### src/rtl/axi_bridge_pkg.sv
// Shared encodings for the cache-to-AXI4 bridge: request types, AXI constants
// and the read/write FSM state types.
package axi_bridge_pkg;

  localparam logic [2:0] TYPE_LINE  = 3'b100;
  localparam logic [2:0] TYPE_WORD  = 3'b010;
  localparam logic [1:0] BURST_INCR = 2'b01;
  localparam logic [2:0] SIZE_4B    = 3'b010;
  localparam logic [1:0] RESP_OKAY  = 2'b00;
  localparam logic [3:0] RD_ID      = 4'd0;
  localparam logic [3:0] WR_ID      = 4'd1;
  localparam logic [7:0] LEN_LINE   = 8'd3;
  localparam logic [7:0] LEN_WORD   = 8'd0;

  typedef enum logic [1:0] {
    R_IDLE = 2'd0,
    R_AR   = 2'd1,
    R_DATA = 2'd2
  } rd_state_t;

  typedef enum logic [1:0] {
    W_IDLE = 2'd0,
    W_ADDR = 2'd1,
    W_RESP = 2'd2
  } wr_state_t;

  // Line requests start on a 16-byte boundary; word requests keep their address.
  function automatic logic [31:0] align_addr(input logic [2:0] typ, input logic [31:0] addr);
    return (typ == TYPE_LINE) ? {addr[31:4], 4'h0} : addr;
  endfunction

endpackage

### src/rtl/axi_bridge_wr_serializer.sv
// Holds a write request's 128-bit payload and presents it as 32-bit W beats,
// shifting one word out per accepted beat and flagging the final beat.
module axi_bridge_wr_serializer
  import axi_bridge_pkg::*;
(
  input  logic         clk,
  input  logic         rst,
  input  logic         load,
  input  logic [2:0]   typ,
  input  logic [3:0]   strb,
  input  logic [127:0] data,
  input  logic         adv,
  output logic [31:0]  wdata,
  output logic [3:0]   wstrb,
  output logic         wlast
);

  logic [127:0] buf_r;
  logic [1:0]   cnt_r;
  logic [3:0]   strb_r;

  // Payload buffer and remaining-beat counter.
  always_ff @(posedge clk or negedge rst) begin
    if (!rst) begin
      buf_r  <= 128'd0;
      cnt_r  <= 2'd0;
      strb_r <= 4'd0;
    end else if (load) begin
      buf_r  <= data;
      cnt_r  <= (typ == TYPE_LINE) ? 2'd3 : 2'd0;
      strb_r <= (typ == TYPE_LINE) ? 4'hF : strb;
    end else if (adv) begin
      buf_r  <= {32'd0, buf_r[127:32]};
      cnt_r  <= (cnt_r == 2'd0) ? 2'd0 : cnt_r - 2'd1;
    end else begin
      buf_r  <= buf_r;
      cnt_r  <= cnt_r;
    end
  end

  assign wdata = buf_r[31:0];
  assign wstrb = strb_r;
  assign wlast = (cnt_r == 2'd0);

endmodule

### src/rtl/axi_bridge.sv
// Cache-side refill/writeback requests to AXI4 master: one outstanding read and
// one outstanding write, 4-beat INCR bursts for lines, single beats for words.
module axi_bridge
  import axi_bridge_pkg::*;
(
  input  logic         clk,
  input  logic         rst,
  input  logic         rd_req,
  input  logic [2:0]   rd_type,
  input  logic [31:0]  rd_addr,
  output logic         rd_rdy,
  output logic         ret_valid,
  output logic         ret_last,
  output logic [31:0]  ret_data,
  input  logic         wr_req,
  input  logic [2:0]   wr_type,
  input  logic [31:0]  wr_addr,
  input  logic [3:0]   wr_wstrb,
  input  logic [127:0] wr_data,
  output logic         wr_rdy,
  output logic         bus_err,
  output logic [3:0]   arid,
  output logic [31:0]  araddr,
  output logic [7:0]   arlen,
  output logic [2:0]   arsize,
  output logic [1:0]   arburst,
  output logic         arvalid,
  input  logic         arready,
  input  logic [3:0]   rid,
  input  logic [31:0]  rdata,
  input  logic [1:0]   rresp,
  input  logic         rlast,
  input  logic         rvalid,
  output logic         rready,
  output logic [3:0]   awid,
  output logic [31:0]  awaddr,
  output logic [7:0]   awlen,
  output logic [2:0]   awsize,
  output logic [1:0]   awburst,
  output logic         awvalid,
  input  logic         awready,
  output logic [31:0]  wdata,
  output logic [3:0]   wstrb,
  output logic         wlast,
  output logic         wvalid,
  input  logic         wready,
  input  logic [3:0]   bid,
  input  logic [1:0]   bresp,
  input  logic         bvalid,
  output logic         bready
);

  rd_state_t   rd_state_r;
  wr_state_t   wr_state_r;
  logic        run_r;
  logic [31:0] rd_addr_r;
  logic [7:0]  rd_len_r;
  logic [31:0] wr_addr_r;
  logic [7:0]  wr_len_r;
  logic        aw_done_r;
  logic        w_done_r;
  logic        bus_err_r;
  logic        rd_accept_s;
  logic        wr_accept_s;
  logic        wr_hazard_s;
  logic        aw_hs_s;
  logic        w_hs_s;
  logic        unused_s;

  assign unused_s = ^{rid, bid};

  // A read may not overtake a writeback of the same line, pending or starting now.
  assign wr_accept_s = wr_req && wr_rdy;
  assign wr_hazard_s = ((wr_state_r != W_IDLE) && (wr_addr_r[31:4] == rd_addr[31:4])) ||
                       (wr_accept_s && (wr_addr[31:4] == rd_addr[31:4]));
  assign wr_rdy      = run_r && (wr_state_r == W_IDLE);
  assign rd_rdy      = run_r && (rd_state_r == R_IDLE) && !wr_hazard_s;
  assign rd_accept_s = rd_req && rd_rdy;

  assign arid    = RD_ID;
  assign araddr  = rd_addr_r;
  assign arlen   = rd_len_r;
  assign arsize  = SIZE_4B;
  assign arburst = BURST_INCR;
  assign arvalid = (rd_state_r == R_AR);
  assign rready  = (rd_state_r == R_DATA);

  assign ret_valid = rready && rvalid;
  assign ret_last  = rready && rlast;
  assign ret_data  = rdata;

  assign awid    = WR_ID;
  assign awaddr  = wr_addr_r;
  assign awlen   = wr_len_r;
  assign awsize  = SIZE_4B;
  assign awburst = BURST_INCR;
  assign awvalid = (wr_state_r == W_ADDR) && !aw_done_r;
  assign wvalid  = (wr_state_r == W_ADDR) && !w_done_r;
  assign bready  = (wr_state_r == W_RESP);
  assign aw_hs_s = awvalid && awready;
  assign w_hs_s  = wvalid && wready;
  assign bus_err = bus_err_r;

  axi_bridge_wr_serializer u_ser (
    .clk   (clk),
    .rst   (rst),
    .load  (wr_accept_s),
    .typ   (wr_type),
    .strb  (wr_wstrb),
    .data  (wr_data),
    .adv   (w_hs_s),
    .wdata (wdata),
    .wstrb (wstrb),
    .wlast (wlast)
  );

  // Read FSM: AR handshake then pass R beats straight through to the cache.
  always_ff @(posedge clk or negedge rst) begin
    if (!rst) begin
      rd_state_r <= R_IDLE;
      rd_addr_r  <= 32'd0;
      rd_len_r   <= 8'd0;
    end else begin
      case (rd_state_r)
        R_IDLE: if (rd_accept_s) begin
          rd_addr_r  <= align_addr(rd_type, rd_addr);
          rd_len_r   <= (rd_type == TYPE_LINE) ? LEN_LINE : LEN_WORD;
          rd_state_r <= R_AR;
        end
        R_AR:   if (arready) rd_state_r <= R_DATA;
        R_DATA: if (rvalid && rlast) rd_state_r <= R_IDLE;
        default: rd_state_r <= R_IDLE;
      endcase
    end
  end

  // Write FSM: AW and W complete independently, then wait for B.
  always_ff @(posedge clk or negedge rst) begin
    if (!rst) begin
      wr_state_r <= W_IDLE;
      wr_addr_r  <= 32'd0;
      wr_len_r   <= 8'd0;
      aw_done_r  <= 1'b0;
      w_done_r   <= 1'b0;
    end else begin
      case (wr_state_r)
        W_IDLE: if (wr_accept_s) begin
          wr_addr_r  <= align_addr(wr_type, wr_addr);
          wr_len_r   <= (wr_type == TYPE_LINE) ? LEN_LINE : LEN_WORD;
          aw_done_r  <= 1'b0;
          w_done_r   <= 1'b0;
          wr_state_r <= W_ADDR;
        end
        W_ADDR: begin
          if (aw_hs_s) aw_done_r <= 1'b1;
          if (w_hs_s && wlast) w_done_r <= 1'b1;
          if ((aw_done_r || aw_hs_s) && (w_done_r || (w_hs_s && wlast)))
            wr_state_r <= W_RESP;
        end
        W_RESP: if (bvalid) wr_state_r <= W_IDLE;
        default: wr_state_r <= W_IDLE;
      endcase
    end
  end

  // Request acceptance is held off until the cycle after reset release.
  always_ff @(posedge clk or negedge rst) begin
    if (!rst) begin
      run_r     <= 1'b0;
      bus_err_r <= 1'b0;
    end else begin
      run_r     <= 1'b1;
      bus_err_r <= (rready && rvalid && (rresp != RESP_OKAY)) ||
                   (bready && bvalid && (bresp != RESP_OKAY));
    end
  end

endmodule

### config.mk
export PLATFORM = sky130hd
export DESIGN_NAME = axi_bridge
export DESIGN_NICKNAME = d
export VERILOG_FILES = /design/src/rtl/axi_bridge_pkg.sv /design/src/rtl/axi_bridge_wr_serializer.sv /design/src/rtl/axi_bridge.sv
export SDC_FILE = /design/constraint.sdc
export NUM_CORES = 1
export LEC_CHECK = 0
export ABC_AREA = 0
export CORE_AREA = 4 4 167 169
export DETAILED_ROUTE_END_ITERATION = 6
export DIE_AREA = 0 0 171 173
export MAX_ROUTING_LAYER = met4
export PLACE_DENSITY = 0.74
export SYNTH_ARGS = -nofsm -noshare
export SYNTH_HDL_FRONTEND = slang
export SYNTH_HIERARCHICAL = 1
export SYNTH_SLANG_ARGS = --single-unit
### constraint.sdc
create_clock -name clk -period 2.9 [get_ports clk]
set_input_delay 0.29 -clock clk [delete_from_list [all_inputs] [get_ports clk]]
set_output_delay 0.29 -clock clk [all_outputs]
set_load 0.02 [all_outputs]
==> results.py <==
metrics = {
    "synth": {
        "postSynthCellCount": 1028,
        "synth-edff-count": 0,
        "synth_top_area_share_pct": 50.4,
        "yosys.area.top_type": "dfrtp_1",
        "synth_warnings": 6,
        "ys.flop_type": "dfrtp_1",
        "synth.cell_area_um2": 10300,
        "synthTopCellsByArea": "dfrtp_1 (50%), mux2i_1 (9.3%), nand2_1 (8.5%), buf_4 (7.5%), xor2_1 (4.6%)",
        "postSynthAreaPerCell_um2": 10.0,
        "ys_types": 37,
        "synth.ff_latch_count": 208,
        "async_flop_share_pct": 100,
        "ys_seq_area_share_pct": 50.4,
    },
    "routing": {
        "drt_iter0_markers": 519,
        "detail_route.first_pass.iterations": 5,
        "ant_nets": 0,
        "drt_wl_total_mm": 28.5,
        "wl_per_cell_um": 17.4,
        "drc": 0,
        "avgViaCountPerCell": 4.79,
        "vias": 7836,
    },
    "sta": {
        "grt_setup_unrepaired": "false",
        "setup_slack_ns": 0.235,
        "maxSlewViolCount": 0,
        "whs_ns": 0.307,
        "skew_ns": 0.0141,
        "fin_crit_ns": 2.67,
        "relSlewSlack_pct": 38.9,
        "fmax_ghz": 0.375,
        "fin_setup_tns_ns": 0,
        "period_share_pct": 91.9,
        "worst_pin_slew_ns": 0.917,
        "hold_viol_final": 0,
        "setup-violations-final": 0,
    },
    "clock_tree": {
        "cts-root-buf": "clkbuf_16",
        "htree_num_levels": 1,
        "path_clk_slew_ns": 0.06,
        "cts_tree": "built",
        "cts.sinks": 208,
        "cts_inserted_buffers": 25,
        "cts_max_path_buffers": 3,
        "worstSkewPairLatency_ns": 0.53,
    },
    "worst_setup_path": {
        "critPathRequiredTime_ns": 2.61,
        "crit_arrival_ns": 2.38,
        "crit_type": "reg2out",
        "timing.rr.end": "araddr[20]",
        "crit_path_start_kind": "flop",
        "r2r_cells": 9,
        "r2r-start": "awaddr[4]",
        "worstPathMaxFanout": 3,
        "end_kind": "output pin",
        "rrSetupSlack_ns": 0.51,
    },
    "placed_design": {
        "dpl.cell_count": 1589,
        "port_buffers": 330,
        "dp_slack_ns": 0.103,
        "hpwlAfterDp_mm": 20.7,
        "place.gp.congestion": 0.884,
    },
    "worst_hold_path": {
        "hp-class": "in2reg",
        "holdPathStages": 3,
        "hp-start": "wr_data[93]",
        "whs_endpoint": "u_ser/buf_r[93]",
    },
    "run": {
        "max_cap_violations": 0,
    },
    "finish": {
        "final_nets": 1532,
        "final.fill_count": 2363,
        "regArea_um2": 5200,
        "fin_cells": 1636,
        "drive_above_1_share_pct": 6.89,
        "multi_input_area_um2": 4140,
        "syn2layout_area_growth_pct": 37.1,
    },
    "floorplanning": {
        "die_area_um2": 29600,
        "die_w_um": 171,
        "coreArea_um2": 26600,
        "io_pins": 433,
        "rows": 60,
        "start_util_pct": 38.9,
        "die_y_um": 173,
    },
    "global_route": {
        "grt_pass1_vias": 7928,
        "grt_max_degree": 203,
        "grt.overflow.total": 0,
        "grt_pass1_wl_mm": 44.2,
        "grt_antenna_before_repair": 3,
        "track_usage_pct": 19.1,
    },
    "pwr": {
        "p_per_area_nw_per_um2": 990,
        "peakVddDrop_v": 0.000480,
        "p_leak_nw": 5.92,
    },
    "status": {
        "status": "completed",
    },
}
worst max-delay path: stages, from the launching register on:
cell and delay, ns:
dfrtp_1 0.41, xor2_1 0.17, nor4_1 0.32, buf_4 0.19
nand4_1 0.09, o211ai_1 0.26, nor2_1 0.08, dlygate4sd2_1 0.33
layout make-up:
type                            count  area share (%)
Antenna cell                        3          0.0530
Clock buffer                       33            4.92
Clock inverter                     10            1.02
Inverter                            5           0.186
Multi-Input combinational cell    691            29.2
Sequential cell                   208            36.8
Tap cell                          341            3.01
Timing Repair Buffer              345            24.8
placed cells by master, fill, tap and decap left out, types with 5 or more instances in the layout:
| master | Yosys | layout |
|---|---|---|
| clkdlybuf4s50_1 | 0 | 328 |
| nand2_1 | 234 | 234 |
| dfrtp_1 | 208 | 208 |
| mux2i_1 | 96 | 96 |
| o21ai_1 | 72 | 72 |
| o21ai_0 | 68 | 68 |
| xor2_1 | 54 | 54 |
| nand2b_1 | 33 | 33 |
| conb_1 | 2 | 31 |
| clkbuf_16 | 0 | 25 |
| mux2_2 | 19 | 19 |
| nor2_1 | 19 | 17 |
| nor4_1 | 13 | 13 |
| mux2_4 | 9 | 9 |
| a21oi_1 | 8 | 8 |
| buf_12 | 0 | 7 |
| buf_4 | 103 | 7 |
| o31ai_1 | 5 | 5 |
| clkinv_2 | 0 | 5 |
how the worst max path moves through the flow:
stage | to | slack [ns] | from | cells after the start
6_report | rd_rdy | 0.23 | awaddr[4] | 7
5_1_grt | rd_rdy | 0.06 | wr_state_r[1] | 8
4_1_cts | rd_rdy | 0.21 | awaddr[27] | 7
3_5_place_dp | araddr[18] | 0.10 | rd_addr[7] | 8
3_3_place_gp | araddr[20] | 0.18 | rd_addr[4] | 10
2_1_floorplan | araddr[14] | 0.74 | wr_state_r[1] | 10
stage by stage:
step,instance area (µm²),total power [W],utilization (%)
CTS,14100,0.0142,53.2
detailed placement,13300,0.0109,50.0
global route,14200,0.0149,53.3
global placement,13300,0.0107,50.0
floorplan,10400,0.00866,-
finish,14200,0.0140,53.3
sequential cells by signal, indices dropped and copies added, names as in the netlist, 2 cells and up:
register     cells
u_ser/wstrb      4
araddr          32
rd_state_r       2
u_ser/cnt_r      2
wr_state_r       2
awaddr          32
u_ser/buf_r    128
kinds of logic (layout without fill, tap and decap cells):
logic type	count (synthesis)	in the layout	share of synthesized area, %
compound gates	160	160	8.14
xor+xnor	56	56	4.75
buf+inv	158	393	10.6
flops	208	208	50.4
mux	124	124	12.7
other cells	2	34	0.0727
simple gates	320	320	13.3
Yosys cell counts, types with 7 or more instances:
| library cell | count |
|---|---|
| nor4_1 | 13 |
| dfrtp_1 | 208 |
| mux2_2 | 19 |
| o21ai_0 | 68 |
| nor2_1 | 19 |
| nand2b_1 | 33 |
| nand2_1 | 234 |
| a21oi_1 | 8 |
| buf_2 | 14 |
| xor2_1 | 54 |
| buf_8 | 7 |
| mux2i_1 | 96 |
| mux2_4 | 9 |
| o21ai_1 | 72 |
| clkbuf_1 | 26 |
| buf_4 | 103 |
power by group:
group,switching (W),internal (W)
registers,0.000898,0.00427
clock network,0.00123,0.00196
logic,0.00289,0.00277
per-layer routing:
metal / vias to the layer above / track usage, % / wire length (µm)
li1: 3797 / - / -
met1: 3714 / 25.4 / 12200
met5: - / - / 0
met4: 0 / 7.82 / 1020
met3: 63 / 2.88 / 1720
met2: 262 / 29.3 / 13600
what timing repair did:
item / 4_1_cts / 5_1_grt
hold endpoints to repair: 87 / 0
endpoints found under the setup margin: 1 / 0
setup buffers: 0 / 0
resized for setup: 2 / 0
hold buffers: 1 / 0
No activity file was read; power rests on OpenSTA's default activity.
